### config.mk
export PLATFORM = sky130hd
export DESIGN_NAME = crc16_t
export DESIGN_NICKNAME = d
export VERILOG_FILES = /design/src/rtl/crc16_t.sv
export SDC_FILE = /design/constraint.sdc
export NUM_CORES = 1
export LEC_CHECK = 0
export ABC_AREA = 1
export ABC_CLOCK_PERIOD_IN_PS = 2500
export BUFFER_PORTS_ARGS = -buffer_cell sky130_fd_sc_hd__buf_2
export CORE_MARGIN = 1
export CORE_UTILIZATION = 23
export DETAILED_ROUTE_END_ITERATION = 10
export GPL_TIMING_DRIVEN = 0
export SLEW_MARGIN = 20
export SYNTH_ARGS = -nofsm -noshare
export SYNTH_HDL_FRONTEND = slang
export SYNTH_SLANG_ARGS = --single-unit
### constraint.sdc
create_clock -name clk -period 2.5 [get_ports clk]
set_clock_uncertainty 0.2 [all_clocks]
set_input_delay 0.25 -clock clk [delete_from_list [all_inputs] [get_ports clk]]
set_output_delay 0.25 -clock clk [all_outputs]
set_load 0.01 [all_outputs]
### src/rtl/crc16_t.sv
// Transmit-side USB DATA-phase CRC16 generator: forwards link-layer bytes to the PHY
// through one output register and appends the inverted CRC16 (low byte first).
module crc16_t #(
    parameter logic [15:0] CRC_INIT   = 16'hFFFF,
    parameter logic [15:0] CRC_POLY_R = 16'hA001
) (
    input  logic       clk,
    input  logic       rst,
    input  logic       tx_data_on,
    output logic       tx_sop_en,
    output logic       tx_eop_en,
    input  logic       tx_lt_sop,
    input  logic       tx_lt_eop,
    input  logic       tx_lt_valid,
    output logic       tx_lt_ready,
    input  logic [7:0] tx_lt_data,
    output logic       tx_sop,
    output logic       tx_eop,
    output logic       tx_valid,
    input  logic       tx_ready,
    output logic [7:0] tx_data
);

    localparam logic [2:0] S_IDLE    = 3'd0;
    localparam logic [2:0] S_PAYLOAD = 3'd1;
    localparam logic [2:0] S_CRC_LO  = 3'd2;
    localparam logic [2:0] S_CRC_HI  = 3'd3;
    localparam logic [2:0] S_BYPASS  = 3'd4;

    // One byte of reflected CRC16, unrolled into combinational logic.
    function automatic logic [15:0] crc_byte(input logic [15:0] crc_in, input logic [7:0] byte_in);
        logic [15:0] r;
        r = crc_in ^ {8'h00, byte_in};
        for (int i = 0; i < 8; i++) begin
            r = r[0] ? ((r >> 1) ^ CRC_POLY_R) : (r >> 1);
        end
        return r;
    endfunction

    logic [2:0]  state_q, state_d;
    logic [15:0] crc_q, crc_d;
    logic        valid_q, valid_d;
    logic [7:0]  data_q, data_d;
    logic        sop_q, sop_d;
    logic        eop_q, eop_d;
    logic        crc_hi_q, crc_hi_d;   // current output byte is an appended CRC high byte

    logic out_free;
    logic lt_accept;
    logic is_data_pid;

    assign out_free    = ~valid_q | tx_ready;
    assign lt_accept   = tx_lt_valid & tx_lt_ready;
    assign is_data_pid = (tx_lt_data[1:0] == 2'b11);

    always_comb begin
        tx_lt_ready = 1'b0;
        case (state_q)
            S_IDLE:              tx_lt_ready = tx_data_on & out_free;
            S_PAYLOAD, S_BYPASS: tx_lt_ready = out_free;
            default:             tx_lt_ready = 1'b0;
        endcase
        tx_lt_ready = tx_lt_ready & ~rst;
    end

    assign tx_sop_en = ~rst & lt_accept & (state_q == S_IDLE) & tx_lt_sop & is_data_pid;
    assign tx_eop_en = ~rst & valid_q & tx_ready & eop_q & crc_hi_q;

    always_comb begin
        state_d  = state_q;
        crc_d    = crc_q;
        valid_d  = valid_q & ~tx_ready;
        data_d   = data_q;
        sop_d    = sop_q;
        eop_d    = eop_q;
        crc_hi_d = crc_hi_q;
        case (state_q)
            S_IDLE: begin
                if (lt_accept && tx_lt_sop) begin
                    valid_d  = 1'b1;
                    data_d   = tx_lt_data;
                    sop_d    = 1'b1;
                    crc_hi_d = 1'b0;
                    crc_d    = CRC_INIT;
                    if (is_data_pid) begin
                        eop_d   = 1'b0;
                        state_d = tx_lt_eop ? S_CRC_LO : S_PAYLOAD;
                    end else begin
                        eop_d   = tx_lt_eop;
                        state_d = tx_lt_eop ? S_IDLE : S_BYPASS;
                    end
                end
            end
            S_PAYLOAD: begin
                if (lt_accept) begin
                    valid_d  = 1'b1;
                    data_d   = tx_lt_data;
                    sop_d    = 1'b0;
                    eop_d    = 1'b0;
                    crc_hi_d = 1'b0;
                    crc_d    = crc_byte(crc_q, tx_lt_data);
                    if (tx_lt_eop) state_d = S_CRC_LO;
                end
            end
            S_CRC_LO: begin
                if (out_free) begin
                    valid_d  = 1'b1;
                    data_d   = ~crc_q[7:0];
                    sop_d    = 1'b0;
                    eop_d    = 1'b0;
                    crc_hi_d = 1'b0;
                    state_d  = S_CRC_HI;
                end
            end
            S_CRC_HI: begin
                if (out_free) begin
                    valid_d  = 1'b1;
                    data_d   = ~crc_q[15:8];
                    sop_d    = 1'b0;
                    eop_d    = 1'b1;
                    crc_hi_d = 1'b1;
                    state_d  = S_IDLE;
                end
            end
            S_BYPASS: begin
                if (lt_accept) begin
                    valid_d  = 1'b1;
                    data_d   = tx_lt_data;
                    sop_d    = 1'b0;
                    eop_d    = tx_lt_eop;
                    crc_hi_d = 1'b0;
                    if (tx_lt_eop) state_d = S_IDLE;
                end
            end
            default: state_d = S_IDLE;
        endcase
    end

    always_ff @(posedge clk) begin
        if (rst) begin
            state_q  <= S_IDLE;
            crc_q    <= CRC_INIT;
            valid_q  <= 1'b0;
            data_q   <= 8'h00;
            sop_q    <= 1'b0;
            eop_q    <= 1'b0;
            crc_hi_q <= 1'b0;
        end else begin
            state_q  <= state_d;
            crc_q    <= crc_d;
            valid_q  <= valid_d;
            data_q   <= data_d;
            sop_q    <= sop_d;
            eop_q    <= eop_d;
            crc_hi_q <= crc_hi_d;
        end
    end

    assign tx_valid = valid_q;
    assign tx_data  = data_q;
    assign tx_sop   = sop_q;
    assign tx_eop   = eop_q;

endmodule

## Word level (Yosys, flattened, before mapping)

Index checks and enable logic that the tools add are counted.

| word-level totals | value |
|---|---|
| input port bits | 15 |
| output and inout port bits | 14 |
| register bits | 31 |
| word-level logic and storage cells | 104 |

| cells by class | value |
|---|---|
| bitwise logic cells | 27 |
| reduce and logical (&&, ||, !) cells | 13 |
| muxes and demuxes | 43 |
| equal/unequal tests | 14 |

Operators by type and width:

| operator | number |
|---|---|
| two-way mux 16 bit | 10 |
| two-way mux 8 bit | 4 |
| one-hot mux 16 bit (2 select lines) | 1 |
| one-hot mux 8 bit (4 select lines) | 1 |
| two-way mux 3 bit | 9 |
| inverter 2 -> 3 bit | 8 |
| inverter 8 bit | 2 |
| bitwise XOR 16 x 8 -> 16 bit | 1 |
| one-hot mux 3 bit (5 select lines) | 1 |
| AND 1 bit | 12 |
| inequality test 2 bit, second input constant | 6 |
| two-way mux 1 bit | 11 |
| AND reduction 7 bit | 1 |
| == test 3 x 2 -> 1 bit, second input constant | 2 |
| inequality test 2 x 1 -> 1 bit, second input constant | 3 |
| one-hot mux 1 bit (3 select lines) | 2 |
| AND reduction 6 bit | 1 |
| one-hot mux 1 bit (5 select lines) | 1 |
| AND reduction 5 bit | 1 |
| nonzero test 5 bit | 1 |
| one-hot mux 1 bit (4 select lines) | 1 |
| AND reduction 4 bit | 1 |
| nonzero test 4 bit | 1 |
| OR reduction 2 bit | 2 |
| 12 further kinds | 14 |

## Depth between registers and ports, before layout

| depth | value |
|---|---|
| depth in word-level cells | 19 |
| gate-level depth with buffers | 15 |
| gate-level depth less buffers | 15 |

## Least setup slack after synthesis

OpenSTA, ideal clock, no wires.

| timing | value |
|---|---|
| path type | flip-flop to flip-flop |
| start | reg state_q[0] |
| end | reg crc_q[12] |
| required time | 2.167 ns |
| data arrival time | 1.531 ns |
| stages on the path, launching flop included | 12 |
| path buffers | 1 |
| setup time | 0.133 ns |
| slack | 0.636 ns |
| period minus slack after synthesis | 1.864 ns |
| cells stage by stage | dfxtp_1 > nor3_4 > a21oi_2 > nor2_2 > nand3_4 > inv_4 > nand3_2 > nand2_4 > buf_12 > inv_6 > nand2_1 > nand3_1 |

| between the ends | value |
|---|---|
| longest elaborated chain between the ends | 8 |
| elaborated cells between the ends (all ways) | 13 |
| those cells by class | eq/ne (4); mux (2); bitwise (2); reduce/logical (5) |

Ends and longest elaborated chain:

| what | line | RTL |
|---|---|---|
| start: declaration | 40 | `logic [2:0] state_q, state_d;` |
| start signal: assignment | 149 | `state_q <= state_d;` |
| == test 3 bit or == test 3 x 1 -> 1 bit (tied branches) | 58, 77 |  |
| OR reduction 2 bit (no source line) | - |  |
| one-hot mux 1 bit (2 select lines) | 58 | `case (state_q)` |
| AND 1 bit | 63 | `tx_lt_ready = tx_lt_ready & ~rst;` |
| AND 1 bit | 53 | `assign lt_accept = tx_lt_valid & tx_lt_ready;` |
| logical AND 1 bit | 79 | `if (lt_accept && tx_lt_sop) begin` |
| inequality test 2 x 1 -> 1 bit (no source line) | - |  |
| AND reduction 3 bit (no source line) | - |  |
| end signal: assignment | 150 | `crc_q <= crc_d;` |
| end: declaration | 41 | `logic [15:0] crc_q, crc_d;` |

Several ways; a longest one is shown, not always the timed one.
A chain may end at the register's enable or synchronous reset.

## Final worst setup path

| timing | value |
|---|---|
| start | reg state_q[1] |
| end | out tx_sop_en |

| between the ends | value |
|---|---|
| longest elaborated chain between the ends | 9 |
| elaborated cells between the ends (all ways) | 11 |
| those cells by class | eq/ne (2); mux (1); bitwise (6); reduce/logical (2) |

Ends and longest elaborated chain:

| what | line | RTL |
|---|---|---|
| == test 3 bit or == test 3 x 1 -> 1 bit (tied branches) | 58 |  |
| OR reduction 2 bit (no source line) | - |  |
| one-hot mux 1 bit (2 select lines) | 58 |  |
| AND 1 bit | 63 |  |
| AND 1 bit | 53 |  |
| AND 1 bit | 66 | `assign tx_sop_en = ~rst & lt_accept & (state_q == S_IDLE) & tx_lt_sop & is_data_pid;` |
| AND 1 bit (*) (3 in a row) | 66 |  |
| end: declaration | 10 | `output logic tx_sop_en,` |

Mark *: on every way between the ends. The rest lies on a longest branch, timed or not.

==> impl.org <==
** Worst setup path
- FF-to-FF setup slack :: between 0.3 and 0.4 ns
- The number of buffers and inverters on the critical path is 3.
- In this design, the critical path's most frequently occurring cell is sky130_fd_sc_hd__nand3_4.
- Critical setup path kind :: register to primary output
- Worst path required time :: 2.05 ns
- Sequence of cells on the critical path :: inv_1 -> nand3_4 -> nand2_2 -> a21oi_2 -> nor2_2 -> nand3_4 -> inv_4 -> nand3_2 -> nor2_1 -> buf_2
- Critical-path top delay cell :: sky130_fd_sc_hd__dfxtp_1
- In this run the worst path has a maximum fanout of 7.
- Delay of the slowest cell on the worst path :: between 0.3 and 0.4 ns
- The worst register-to-register path ends at tx_data[7].
- STA classifies the critical path startpoint as a register.
- Family with the most delay on the worst path :: simple AND/OR/NAND/NOR gates
- Worst r2r path cells :: 7
- STA classifies the critical path endpoint as a primary output.
- Arrival time worst endpoint :: 1.90 ns
- The startpoint identified for the worst register-to-register timing path is state_q[2].

** Drt
- The pre-antenna-repair detailed-routing pass consisted of 4 iterations.
- For this block, the initial DRC count from the detailed router was around 110.
- Across all layers, the routed design uses approximately 2000 vias.
- Routed via count divided by cell count :: between 4 and 5
- The detail route stage leaves a number of antenna-violating nets equal to 0.
- After detailed routing, the average wire length per cell comes to between 10 and 15 µm.
- In the routed design, unresolved DRC markers number 0.
- DRT Wirelength :: 5229 µm

** Placed design
- Quantity of I/O buffers inserted on ports :: 28
- At the placement stage, the worst setup path has a slack of slightly below 0.3 ns.
- Routability-driven placement finished with a final weighted congestion of 0.8712.
- Area post-placement :: 2185 µm²
- Post-detail-place hpwl :: 4032 µm

** Cells and area
- FF/Latch Area :: 621.8 µm²
- Layout overhead on the synthesized area :: 18.60%
- The filler cells instantiated in the layout total just under 900.
- Cells fill 28.82% of the core in the end.
- The number of antenna diodes in the final layout is 0.
- Finished Cell Area :: 2273 µm²
- In the final layout, the multi-input gates occupy ~1100 µm².
- Fraction of layout instances using a drive strength above 1 :: between 10% and 20%
- Final nets :: 341

** Floorplan
- # IOs :: 29
- For this configuration, the core starts out at a cell density of 24.30%.
- Floorplan die area :: just under 9000 µm²
- Area of the placeable core :: just under 8000 µm²
- The initialized floorplan defines 32 standard-cell rows.
- The die is about 93 µm wide.
- Die H :: between 90 and 100 µm

** Clock network
- After clock tree synthesis, the flow added hold-fix buffers numbering 0.
- The number of clock buffers added by TritonCTS is 5.
- Post-CTS Setup Bufs :: 0
- Sinks on Clock Net :: 31
- Number of buffers on the longest clock path :: 2
- TritonCTS built the clock tree.
- CTS built an H-tree with a depth of 2.
- The number of gates resized after CTS was 0.
- Clk_lat worst skew :: 0.29 ns
- The tree is rooted in a sky130_fd_sc_hd__clkbuf_8.
- Clock-pin slew was measured on the worst setup and hold paths at roughly 0.070 ns.

** Worst hold path
- Worst Min Path Start :: rst
- Hold Path Sink :: crc_q[8]
- The tightest min-delay check is of the primary input to register type.
- Hold Path Depth :: 3

** STA
- For this run, the top clock speed supported by timing is 424.8 MHz.
- Measured against its own limit, the worst slew margin works out to between 60% and 70%.
- After layout, the worst path uses between 90% and 100% of the clock period.
- Final setup slack of the worst path :: 0.1459 ns
- Setup violations remaining at the end of the flow were counted as 0.
- Max-slew violations :: 0
- The worst path needs 2.354 ns of the cycle, external delays included.
- For the pin with the worst max-slew slack, the measured transition is roughly 0.49 ns.
- Minimum hold slack :: between 0.08 and 0.09 ns
- The final number of hold-violating endpoints came to 0.
- Setup tns final :: 0 ns
- Setup repair after global routing left no endpoint under its margin.

** Global routing
- In the global route stage, overall resource usage came out at 12.67%.
- The number of global-route vias before repair was roughly 1800.
- Final global-route overflow total :: 0
- Initial antenna violation count :: 0
- Largest net degree at the start of global routing :: 11
- Wire length of the first global-routing pass :: 8507 µm

** Synth
- Summing the sequential cell areas from Yosys gives 32.38% of the chip area.
- Post-synthesis register bit count :: 31
- After synthesis, the netlist uses 35 different library cells.
- After technology mapping, the gate count stands at approximately 290.
- Post-synthesis average cell area :: roughly 6.6 µm²
- Post-synth design cell area :: 1917 µm²
- The Yosys step of the flow raised 0 warnings.
- Counting every net in the synthesized netlist gives ~300.

** Pwr
- Combinational logic burns 40.9% of the power.
- Reg power frac :: 36.3%
- Clock power frac :: 22.8%
- Dividing total power by cell area gives a power density of just under 800 nW/µm².
- For this design the total switching power over the nets is approximately 0.73 mW.
- Net switching is 40.67% of the power.
- Total internal power :: 1.066 mW
- VDD sags by at most 0.2528 mV.
- The analysis attributes to cell leakage a power of 1.124 nW.

** Run
- Number of max-capacitance violations reported :: 0

** Status
- The flow ran to the end, and the final reports show no timing, DRC or antenna violations.
-- synth_stat cells, drive strengths merged --
cell type  count  area share (%)
nand2         98              20
inv           37             7.6
nand3         36              11
dfxtp         31              32
a21oi         19             5.2
nor2          17             3.5
o21ai         16             5.7
o22ai         11             3.6
buf            5             2.7
nor3           3             1.4
o21bai         3             1.2
o221ai         3             1.4
xnor2          3             1.4
clkbuf         2            0.39
nand4          2            0.65
a31oi          1            0.33
clkinv         1            0.20
o211ai         1            0.39
o31ai          1            0.39
xor2           1            0.46
-- power by group through the flow --
| stage | logic [mW] | clock network, mW | registers (mW) |
|---|---|---|---|
| after global placement | 0.727 | 0 | 0.660 |
| final | 0.735 | 0.409 | 0.652 |
| after floorplan | 0.526 | 0 | 0.670 |
| after CTS | 0.738 | 0.415 | 0.651 |
| after detailed placement | 0.735 | 0 | 0.660 |
| after global routing | 0.830 | 0.431 | 0.666 |
-- worst max-delay path by stage --
stage               startpoint    endpoint  slack (ns)  cells after the start
finish              state_q[1]   tx_sop_en        0.15                     10
global route        state_q[1]   tx_sop_en        0.03                     10
CTS                 state_q[0]   tx_sop_en        0.04                      9
detailed placement  state_q[2]  tx_data[7]        0.29                      7
global placement    state_q[2]  tx_data[0]        0.33                      8
floorplan           state_q[0]   crc_q[12]        0.64                     11
-- cell usage in the layout, fill, tap and decap left out, types with 3 or more instances in the layout --
cell type,instances
sky130_fd_sc_hd__nand2_1,94
sky130_fd_sc_hd__o21bai_1,3
sky130_fd_sc_hd__clkbuf_8,6
sky130_fd_sc_hd__o21ai_2,5
sky130_fd_sc_hd__o22ai_1,11
sky130_fd_sc_hd__inv_1,33
sky130_fd_sc_hd__o21ai_1,3
sky130_fd_sc_hd__dfxtp_1,30
sky130_fd_sc_hd__nand3_1,33
sky130_fd_sc_hd__o21ai_0,7
sky130_fd_sc_hd__buf_2,30
sky130_fd_sc_hd__xnor2_1,3
sky130_fd_sc_hd__o221ai_1,3
sky130_fd_sc_hd__a21oi_1,18
sky130_fd_sc_hd__nor2_1,16
-- kinds of logic (layout without fill, tap and decap cells) --
group / after synthesis / count (layout) / share of synthesized area, %
simple gates: 156 / 156 / 36.68
compound gates: 55 / 55 / 18.15
buf+inv: 45 / 80 / 10.97
flops: 31 / 31 / 32.38
xor+xnor: 4 / 4 / 1.828
-- routing by layer --
| layer | vias up | global-route usage [%] | part of all wire [%] |
|---|---|---|---|
| li1 | 1028 | - | - |
| met1 | 878 | 16.23 | 49 |
| met2 | 42 | 20.40 | 44 |
| met3 | 9 | 3.089 | 4.6 |
| met4 | 0 | 4.872 | 2.2 |
| met5 | - | 0 | 0 |
-- worst register-to-register path: stages, from the launching register on --
cell                       delay [ns]
sky130_fd_sc_hd__dfxtp_1         0.36
sky130_fd_sc_hd__inv_2           0.10
sky130_fd_sc_hd__nand2_1         0.24
sky130_fd_sc_hd__nor2_1          0.39
sky130_fd_sc_hd__inv_1           0.24
sky130_fd_sc_hd__o221ai_1        0.30
sky130_fd_sc_hd__nand3_1         0.11
sky130_fd_sc_hd__a21oi_1         0.16
-- flip-flops by register name, summed over array words and instances, names as in the netlist --
name / count
tx_valid: 1
crc_hi_q: 1
tx_sop: 1
tx_eop: 1
tx_data: 8
state_q: 3
crc_q: 16
-- cell type report --
class / count / area share, %
Tap cell: 102 / 5.614
Clock buffer: 6 / 3.632
Multi-Input combinational cell: 215 / 47.77
Inverter: 38 / 6.604
Sequential cell: 31 / 27.35
Clock inverter: 1 / 0.2201
Buffer: 7 / 2.642
Timing Repair Buffer: 28 / 6.164
-- through the flow --
stage | total power [mW] | std cells
after floorplan | 1.196 | 291
after global placement | 1.386 | 421
after detailed placement | 1.395 | 421
after CTS | 1.803 | 428
after global routing | 1.928 | 428
final | 1.797 | 428
Note: power is estimated with default switching activity, not from simulation.
